<file path="src/rtl/irq_ctrl_pkg.sv">
// Shared constants for the interrupt controller: register word indices,
// the spurious vector and the bus handshake state encoding.
package irq_ctrl_pkg;

    localparam logic [6:0] REG_PENDING  = 7'd0;
    localparam logic [6:0] REG_ENABLE   = 7'd1;
    localparam logic [6:0] REG_LEVEL_LO = 7'd2;
    localparam logic [6:0] REG_LEVEL_HI = 7'd3;
    localparam logic [6:0] REG_VECBASE  = 7'd4;

    localparam logic [7:0] SPURIOUS_VEC = 8'h18;

    localparam logic [1:0] ST_IDLE     = 2'd0;
    localparam logic [1:0] ST_ACK      = 2'd1;
    localparam logic [1:0] ST_WAIT_REL = 2'd2;

endpackage

</file>
<file path="src/rtl/irq_prio_enc.sv">
// Combinational priority encoder: highest eligible level for the CPU, and the
// lowest-index eligible source sitting at the level being acknowledged.
module irq_prio_enc #(
    parameter int NUM_SRC = 8
) (
    input  logic [NUM_SRC-1:0]      eligible,
    input  logic [NUM_SRC-1:0][2:0] levels,
    input  logic [2:0]              iack_level,
    output logic [2:0]              cur_level,
    output logic [2:0]              win_idx,
    output logic                    win_valid
);

    always_comb begin
        cur_level = 3'd0;
        win_idx   = 3'd0;
        win_valid = 1'b0;
        // Walking downwards lets the lowest matching index overwrite last.
        for (int i = NUM_SRC - 1; i >= 0; i--) begin
            if (eligible[i] && (levels[i] > cur_level)) begin
                cur_level = levels[i];
            end
            if (eligible[i] && (levels[i] == iack_level)) begin
                win_idx   = 3'(i);
                win_valid = 1'b1;
            end
        end
    end

endmodule

</file>
<file path="src/rtl/irq_ctrl.sv">
// 68000-style interrupt controller: pending/enable/level registers on the
// 16-bit peripheral bus, registered IPL output and IACK vector generation.
module irq_ctrl
    import irq_ctrl_pkg::*;
#(
    parameter int         NUM_SRC      = 8,
    parameter logic [7:0] VEC_BASE_RST = 8'h40
) (
    input  logic               clk,
    input  logic               reset_n,
    input  logic [NUM_SRC-1:0] irq_i,
    input  logic               cs,
    input  logic               iack,
    input  logic [2:0]         iack_level,
    input  logic [7:0]         addr,
    input  logic [15:0]        data_write,
    output logic [15:0]        data_read,
    input  logic               uds,
    input  logic               lds,
    input  logic               rw,
    output logic               ack,
    output logic [2:0]         ipl_n
);

    logic [NUM_SRC-1:0]      pending_reg, pending_next;
    logic [NUM_SRC-1:0]      enable_reg, enable_next;
    logic [NUM_SRC-1:0][2:0] level_reg, level_next;
    logic [7:0]              vecbase_reg, vecbase_next;
    logic [1:0]              state_reg, state_next;
    logic                    ack_reg, ack_next;
    logic [15:0]             data_read_reg, data_read_next;
    logic [2:0]              ipl_n_reg;

    logic [NUM_SRC-1:0]      eligible;
    logic [2:0]              cur_level;
    logic [2:0]              win_idx;
    logic                    win_valid;

    logic [6:0]              reg_idx;
    logic                    access, do_read, do_write, do_iack;
    logic [NUM_SRC-1:0]      w1c_mask, iack_mask;
    logic [15:0]             rd_word;
    logic [7:0]              pend8, en8;
    logic [7:0][2:0]         lvl8;
    logic                    unused_bits;

    assign reg_idx  = addr[7:1];
    // Only the first cycle of a select does anything; the FSM swallows the rest.
    assign access   = (state_reg == ST_IDLE) && (cs || iack);
    assign do_iack  = access && iack;
    assign do_read  = access && !iack && cs && rw;
    assign do_write = access && !iack && cs && !rw;

    assign unused_bits = &{1'b0, addr[0], data_write[15], data_write[11]};

    // Zero-padded 8-source views so the read mux is independent of NUM_SRC.
    generate
        for (genvar gi = 0; gi < 8; gi++) begin : g_view
            if (gi < NUM_SRC) begin : g_live
                assign pend8[gi] = pending_reg[gi];
                assign en8[gi]   = enable_reg[gi];
                assign lvl8[gi]  = level_reg[gi];
            end else begin : g_pad
                assign pend8[gi] = 1'b0;
                assign en8[gi]   = 1'b0;
                assign lvl8[gi]  = 3'd0;
            end
        end
    endgenerate

    generate
        for (genvar gi = 0; gi < NUM_SRC; gi++) begin : g_src
            localparam logic [6:0] WIDX = (gi < 4) ? REG_LEVEL_LO : REG_LEVEL_HI;
            localparam int         LSB  = (gi % 4) * 4;
            logic lane;

            assign lane          = ((gi % 4) >= 2) ? uds : lds;
            assign eligible[gi]  = pending_reg[gi] & enable_reg[gi] & (level_reg[gi] != 3'd0);
            assign level_next[gi] = (do_write && (reg_idx == WIDX) && lane)
                                  ? data_write[LSB +: 3] : level_reg[gi];
        end
    endgenerate

    irq_prio_enc #(
        .NUM_SRC (NUM_SRC)
    ) u_prio_enc (
        .eligible   (eligible),
        .levels     (level_reg),
        .iack_level (iack_level),
        .cur_level  (cur_level),
        .win_idx    (win_idx),
        .win_valid  (win_valid)
    );

    assign w1c_mask = (do_write && (reg_idx == REG_PENDING) && lds)
                    ? data_write[NUM_SRC-1:0] : '0;

    always_comb begin
        iack_mask = '0;
        if (do_iack && win_valid) begin
            iack_mask[win_idx] = 1'b1;
        end
    end

    // A new pulse outranks any clear landing in the same cycle.
    assign pending_next = irq_i | (pending_reg & ~(w1c_mask | iack_mask));
    assign enable_next  = (do_write && (reg_idx == REG_ENABLE) && lds)
                        ? data_write[NUM_SRC-1:0] : enable_reg;
    assign vecbase_next = (do_write && (reg_idx == REG_VECBASE) && lds)
                        ? data_write[7:0] : vecbase_reg;

    always_comb begin
        rd_word = 16'h0000;
        case (reg_idx)
            REG_PENDING:  rd_word = {8'h00, pend8};
            REG_ENABLE:   rd_word = {8'h00, en8};
            REG_LEVEL_LO: rd_word = {1'b0, lvl8[3], 1'b0, lvl8[2], 1'b0, lvl8[1], 1'b0, lvl8[0]};
            REG_LEVEL_HI: rd_word = {1'b0, lvl8[7], 1'b0, lvl8[6], 1'b0, lvl8[5], 1'b0, lvl8[4]};
            REG_VECBASE:  rd_word = {8'h00, vecbase_reg};
            default:      rd_word = 16'h0000;
        endcase
    end

    always_comb begin
        data_read_next = data_read_reg;
        if (do_iack) begin
            data_read_next = {8'h00, win_valid ? (vecbase_reg + {5'b00000, win_idx}) : SPURIOUS_VEC};
        end else if (do_read) begin
            data_read_next = rd_word;
        end else if (do_write) begin
            data_read_next = 16'h0000;
        end
    end

    always_comb begin
        state_next = state_reg;
        ack_next   = 1'b0;
        case (state_reg)
            ST_IDLE: begin
                if (cs || iack) begin
                    state_next = ST_ACK;
                    ack_next   = 1'b1;
                end
            end
            ST_ACK:      state_next = ST_WAIT_REL;
            ST_WAIT_REL: if (!cs && !iack) state_next = ST_IDLE;
            default:     state_next = ST_IDLE;
        endcase
    end

    always_ff @(posedge clk or negedge reset_n) begin
        if (!reset_n) begin
            pending_reg   <= '0;
            enable_reg    <= '0;
            level_reg     <= '0;
            vecbase_reg   <= VEC_BASE_RST;
            state_reg     <= ST_IDLE;
            ack_reg       <= 1'b0;
            data_read_reg <= 16'h0000;
            ipl_n_reg     <= 3'b111;
        end else begin
            pending_reg   <= pending_next;
            enable_reg    <= enable_next;
            level_reg     <= level_next;
            vecbase_reg   <= vecbase_next;
            state_reg     <= state_next;
            ack_reg       <= ack_next;
            data_read_reg <= data_read_next;
            ipl_n_reg     <= ~cur_level;
        end
    end

    assign data_read = data_read_reg;
    assign ack       = ack_reg;
    assign ipl_n     = ipl_n_reg;

endmodule

</file>
<file path="config.mk">
export PLATFORM = sky130hd
export DESIGN_NAME = irq_ctrl
export DESIGN_NICKNAME = d
export VERILOG_FILES = /design/src/rtl/irq_ctrl_pkg.sv /design/src/rtl/irq_prio_enc.sv /design/src/rtl/irq_ctrl.sv
export SDC_FILE = /design/constraint.sdc
export NUM_CORES = 1
export LEC_CHECK = 0
export ABC_AREA = 0
export BUFFER_PORTS_ARGS = -buffer_cell sky130_fd_sc_hd__buf_4
export CAP_MARGIN = 20
export CORE_ASPECT_RATIO = 1.1
export CORE_MARGIN = 4
export CORE_UTILIZATION = 60
export CTS_BUF_LIST = sky130_fd_sc_hd__clkbuf_8
export CTS_CLUSTER_DIAMETER = 100
export DETAILED_ROUTE_END_ITERATION = 16
export PLACE_DENSITY = 0.91
export SLEW_MARGIN = 20
export SYNTH_ARGS = -nofsm -noshare
export SYNTH_HDL_FRONTEND = slang
export SYNTH_HIERARCHICAL = 1
export SYNTH_SLANG_ARGS = --single-unit
</file>
<file path="constraint.sdc">
create_clock -name clk -period 12.1 [get_ports clk]
set_input_delay 3.025 -clock clk [delete_from_list [all_inputs] [get_ports clk]]
set_output_delay 3.025 -clock clk [all_outputs]
set_load 0.02 [all_outputs]
</file>
==> qor.txt, run 1 <==
Outcome = completed
CTS tree = done
Drc violations = 0
Main synth FF type = dfrtp_1
Post-DP HPWL = 9.06 mm
R2R Path Start = level_reg[22]
Final setup fails = 0
Initial Util = 62.3%
CP Launch Type = register
Syn_area_per_cell = 10.2 sq um
CTS buffer count = 9
Worst skew pair latency = 0.35 ns
# fillers = 541
Layout area overhead = 15.1%
Min-Delay Endpoint = data_read[8]
Synth top cells by count = 64 x dfrtp_1, 42 x nand2_1, 41 x mux2_2
Worst path slowest cell = dfrtp_1
Family with the most delay on the worst path = compound AO/OA/AOI/OAI gates
Chip height = 101 microns
Post-CTS Setup Inserts = 0
Critical Path Max Stage Delay = 0.46 ns
Pins Over Slew Limit = 0
Core Footprint = 0.00751 sq mm
Fraction of post-synthesis cell area in the top cell type by area = 34.2%
RSZ-0062 raised after global routing = no
Antenna Nets Post-Route = 0
Min Clock Period, post-route = 9.62 ns
Register area share after synthesis = 36.5%
Tightest Hold Check Type = register to register
WP buf/inv = 3
H-tree levels = 3
Overall routing resource usage = 27.6%
Max reg flops = 24
Crit Path Max Fanout = 7
WHS Path Cells = 2
Clock Tree Root = clkbuf_8
Worst slew pin tran = 0.925 ns
Final setup skew = 0.0131 ns
Clock Sinks = 68
First-pass GRT wire length = 20.1 mm
Crit path arrival time = 9.91 ns
Initial DRT Pass Iterations = 5
Post-synthesis cell area = 0.00468 sq mm
Max transition margin = 37.8%
Post-layout util = 71.6%
Longest Clk Path Bufs = 2
Cells after synthesis = 457
Critical Path RT = 12.40 ns
Syn. warnings = 6
CTS Hold Buffers Added = 0
Initial DRC count = 334
Setup TNS = 0 ns
R2R depth = 43
Pin count of the biggest net entering global routing = 69
Vias in the first global route = 4068
Asr flop ratio synth = 100%
Top post-synthesis cells by area = dfrtp_1 34%, mux2_2 9.9%, xnor2_1 5.4%
Post-synth top area cell = dfrtp_1
Most common cell in the netlist = dfrtp_1
Hold_sp = data_read[8]
Initial antenna violation count = 0
Max Clk Rate = 104 MHz
Avg Vias per Cell = 6.53
VDD IR max = 0.0780 mV
Wire per inst = 19.8 microns
Port buffer count = 56
Yosys reg bits = 68
Capture point of the worst reg-to-reg path = ipl_n[0]
Worst-path clk slew = 0.08 ns
Routability cong. = 0.947
Full die area = 0.00928 sq mm
Nets@finish = 571
CP most frequent cell = ha_1
Setup crit end kind = register
# rows = 33
Number of synthesized flops with an enable pin = 0
Crit path kind = register to register
Final hold vios = 0
R2R setup slack = 2.48 ns
Share of post-route cells with drive strength above 1 = 30.9%
Total number of vias = 4068
Drt total wl = 12.4 mm
Top Ports = 62
Pleak = 2.43 nW
Max Cap Violations = 0
Pwr per Cell Area = 94.5 mW/mm^2
Synth unique cells = 77
Die width = 92.2 microns
Post-CTS Resized = 0
Antenna Cells = 0
GR Overflow Total = 0
Part of the cycle the worst path needs = 79.5%
==> kinds of logic (layout without fill, tap and decap cells) <==
group	count (synthesis)	in the layout	share of synthesized area (%)
other	1	2	0.0801
multiplexers	62	62	15.5
flip-flops	68	68	36.5
buffers and inverters	35	95	3.02
AND/OR/NAND/NOR	141	141	17.4
AO/OA/AOI/OAI	103	103	17.2
adder cells (fa/ha/maj)	17	17	4.65
XOR/XNOR	30	30	5.61
==> power by group <==
group	total (mW)	switching [mW]	internal, mW
Clock	0.184	0.0925	0.0919
Combinational	0.0773	0.0460	0.0313
Sequential	0.247	0.00987	0.237
Total	0.509	0.148	0.360
==> stage by stage <==
step | setup WS, ns | std cells | hold slack (ns) | area [sq um] | power [mW]
after floorplan | 3.42 | 458 | 0.499 | 4680 | 0.294
after global placement | 2.85 | 607 | 0.468 | 5180 | 0.324
after detailed placement | 2.60 | 607 | 0.473 | 5180 | 0.327
after CTS | 2.52 | 623 | 0.490 | 5380 | 0.508
after global routing | 1.70 | 623 | 0.522 | 5380 | 0.529
final | 2.48 | 623 | 0.489 | 5380 | 0.509
==> worst register-to-register path: cells and delay by family, from the launching register on <==
| kind | cells | cell delay, ns |
|---|---|---|
| AO/OA/AOI/OAI | 13 | 3.51 |
| adder cells (fa/ha/maj) | 8 | 2.39 |
| AND/OR/NAND/NOR | 16 | 2.10 |
| multiplexers | 3 | 0.86 |
| flip-flops | 1 | 0.46 |
| buffers and inverters | 3 | 0.22 |
==> layout by cell type, fill, tap and decap left out, types with 15 or more instances in the layout <==
master,netlist,routed
nand4_1,15,15
nor2_1,19,19
mux2_2,41,41
dfrtp_1,64,64
xnor2_1,29,29
nand2_1,42,42
ha_1,15,15
inv_1,22,22
o21ai_0,25,25
buf_4,2,57
==> area by class of cell <==
class	instances	area [sq um]	share of cell area, %
Multi-Input combinational cell	355	2840	52.7
Sequential cell	68	1710	31.7
Timing Repair Buffer	57	428	7.95
Clock buffer	12	165	3.07
Tap cell	105	131	2.44
Inverter	22	82.6	1.53
Clock inverter	4	31.3	0.581
==> metal layers <==
layer	global-route usage [%]	up-vias	wire length, microns
met5	0	-	0
met4	15.2	0	620
met3	6.05	54	1000
met2	46.7	236	5960
met1	32.7	1963	4780
li1	-	1815	-
==> how the worst max path moves through the flow <==
stage | from | end | slack [ns] | depth (start not counted)
after floorplan | level_reg[22] | ipl_n[0] | 3.42 | 43
after global placement | level_reg[22] | ipl_n[0] | 2.85 | 43
after detailed placement | level_reg[22] | ipl_n[0] | 2.60 | 43
after CTS | level_reg[22] | ipl_n[0] | 2.52 | 43
after global routing | level_reg[22] | ipl_n[0] | 1.70 | 45
final | level_reg[22] | ipl_n[0] | 2.48 | 43
Power figures use the tool's default switching activity.
==> inputs of run 2 (changes only) <==
Settings changed: CORE_UTILIZATION 60 to 54, PLACE_DENSITY 0.91 to 0.86.
Clock period 12.1 ns to 8.2 ns, I/O delays scaled along.
==> run 2 against run 1 <==
The flow now finishes with violations (negative setup slack). Cell count grew 11%. Flip-flop and latch count is the same. Non-clock buffer count grew 61. Clock skew grew 0.0050 ns. Sequential power grew 47%. First-iteration DRC count grew 21%. Combinational power grew 62%. Cell area grew 15%. Sequential share of layout area shrank 4.0 points. Clock-buffer cell count shrank 2. Global-route usage grew 0.17 points. Critical path depth grew 1. Critical path type unchanged.
==> qor.txt, run 2 (synthesis results as in run 1) <==
Crit path kind = register to register
RSZ-0062 raised after global routing = yes
Placed insts = 643
Avg Vias per Cell = 6.51
Pin count of the biggest net entering global routing = 69
Top Ports = 62
Total power = 0.837 mW
GR Overflow Total = 0
Worst path slowest cell = o311a_4
Pleak = 2.81 nW
H-tree levels = 3
Crit path arrival time = 8.96 ns
WP buf/inv = 6
Vias in the first global route = 4448
# fillers = 534
Routability cong. = 0.902
Crit Path Max Fanout = 4
Drc violations = 0
CTS tree = done
Antenna Cells = 0
Max reg flops = 24
Tightest Hold Check Type = register to register
Max Cap Violations = 0
CP Launch Type = register
Final setup fails = 3
Wire per inst = 21.8 microns
Post-DP HPWL = 9.87 mm
Pwr per Cell Area = 136 mW/mm^2
First-pass GRT wire length = 22.7 mm
Initial Util = 55.7%
# rows = 35
Worst-path clk slew = 0.08 ns
Die width = 96.8 microns
Max Clk Rate = 115 MHz
Final hold vios = 0
Nets@finish = 632
Violated checks = negative setup slack
Setup TNS = -1.20 ns
Longest Clk Path Bufs = 2
Overall routing resource usage = 27.8%
Commonest cells after routing, fill and taps aside = 114 x buf_4, 64 x dfrtp_1, 41 x mux2_2
Clock Sinks = 68
CTS buffer count = 9
Antenna Nets Post-Route = 0
Port buffer count = 56
Worst slew pin tran = 0.924 ns
Max transition margin = 37.9%
Final worst slack = -0.465 ns
Total number of vias = 4490
Non-Filler Instances = 690
Dpl ws = -0.516 ns
Initial DRT Pass Iterations = 8
CTS Hold Buffers Added = 0
Outcome = finished, violations left
Post-layout util = 73.3%
Layout area overhead = 31.8%
Final setup skew = 0.0181 ns
Critical Path RT = 8.49 ns
Clock Tree Root = clkbuf_8
Share of post-route cells with drive strength above 1 = 43.4%
Family with the most delay on the worst path = compound AO/OA/AOI/OAI gates
VDD IR max = 0.0762 mV
Part of the cycle the worst path needs = 106%
Core Footprint = 0.00841 sq mm
Worst skew pair latency = 0.36 ns
Min Clock Period, post-route = 8.66 ns
Drt total wl = 15.0 mm
Pins Over Slew Limit = 0
Commonest non-fill, non-tap cell in the layout = buf_4
Critical Path Max Stage Delay = 0.44 ns
Initial antenna violation count = 0
CP most frequent cell = ha_4
Full die area = 0.0102 sq mm
Initial DRC count = 404
Chip height = 106 microns
Setup crit end kind = register
run 2: cell count changes in the layout (fill, tap and decap cells not counted), moves of 3 or more:
cell | previous run | this run
buf_4 | 57 | 114
buf_6 | 0 | 4
bufinv_16 | 0 | 3
ha_1 | 15 | 7
ha_4 | 0 | 8
inv_1 | 22 | 19
nand2_1 | 42 | 38
nor2_1 | 19 | 16
o21ai_0 | 25 | 21
run 2: timing repair:
item,CTS,global route
setup buffers,22,9
gates cloned,0,0
gates resized for setup,13,21
endpoints found under the setup margin,3,3
pin swaps,28,25
run 2: final cells by class:
cell class	count	area (sq um)	area share (%)
multi-input combinational	355	3090	50.0
clock buffer	10	138	2.23
tap	111	139	2.25
sequential	68	1710	27.7
timing repair buffer	118	901	14.6
clock inverter	6	111	1.81
inverter	22	85.1	1.38
run 2: tightest hold or removal path, cell delays in order, from the launching register on:
cell and delay, ns:
dfrtp_1 0.35, nand2_1 0.05, o21ai_0 0.07
run 2: routing by layer:
layer | wire [microns] | vias to the layer above | global-route usage [%]
li1 | - | 1932 | -
met1 | 5540 | 2168 | 31.9
met2 | 7470 | 299 | 49.3
met3 | 1110 | 91 | 5.89
met4 | 929 | 0 | 12.7
met5 | 0 | - | 0
run 2: through the flow:
step	hold slack, ns	cell area (sq um)
detailed placement	0.477	5500
global route	0.528	6170
CTS	0.494	5970
finish	0.493	6170
floorplan	0.499	4770
global placement	0.472	5500
run 2: path summary, 6_finish.rpt:
check | slack [ns] | cells past startpoint | from | to
min in group asynchronous | 1.78 | 1 | reset_n | data_read[0]
worst min register to register | 0.49 | 2 | data_read[12] | data_read[12]
worst max-delay path | -0.46 | 44 | level_reg[23] | ipl_n[0]
worst min-delay path | 0.49 | 2 | data_read[12] | data_read[12]
max in group asynchronous | 5.82 | 1 | reset_n | level_reg[22]
worst max register to register | -0.46 | 44 | level_reg[23] | ipl_n[0]
run 2: report_power, final:
| group | switching [mW] | total [mW] | leakage, nW | internal (mW) |
|---|---|---|---|---|
| registers | 0.0143 | 0.364 | 0.884 | 0.350 |
| clock network | 0.138 | 0.348 | 0.122 | 0.210 |
| logic | 0.0754 | 0.125 | 1.81 | 0.0495 |
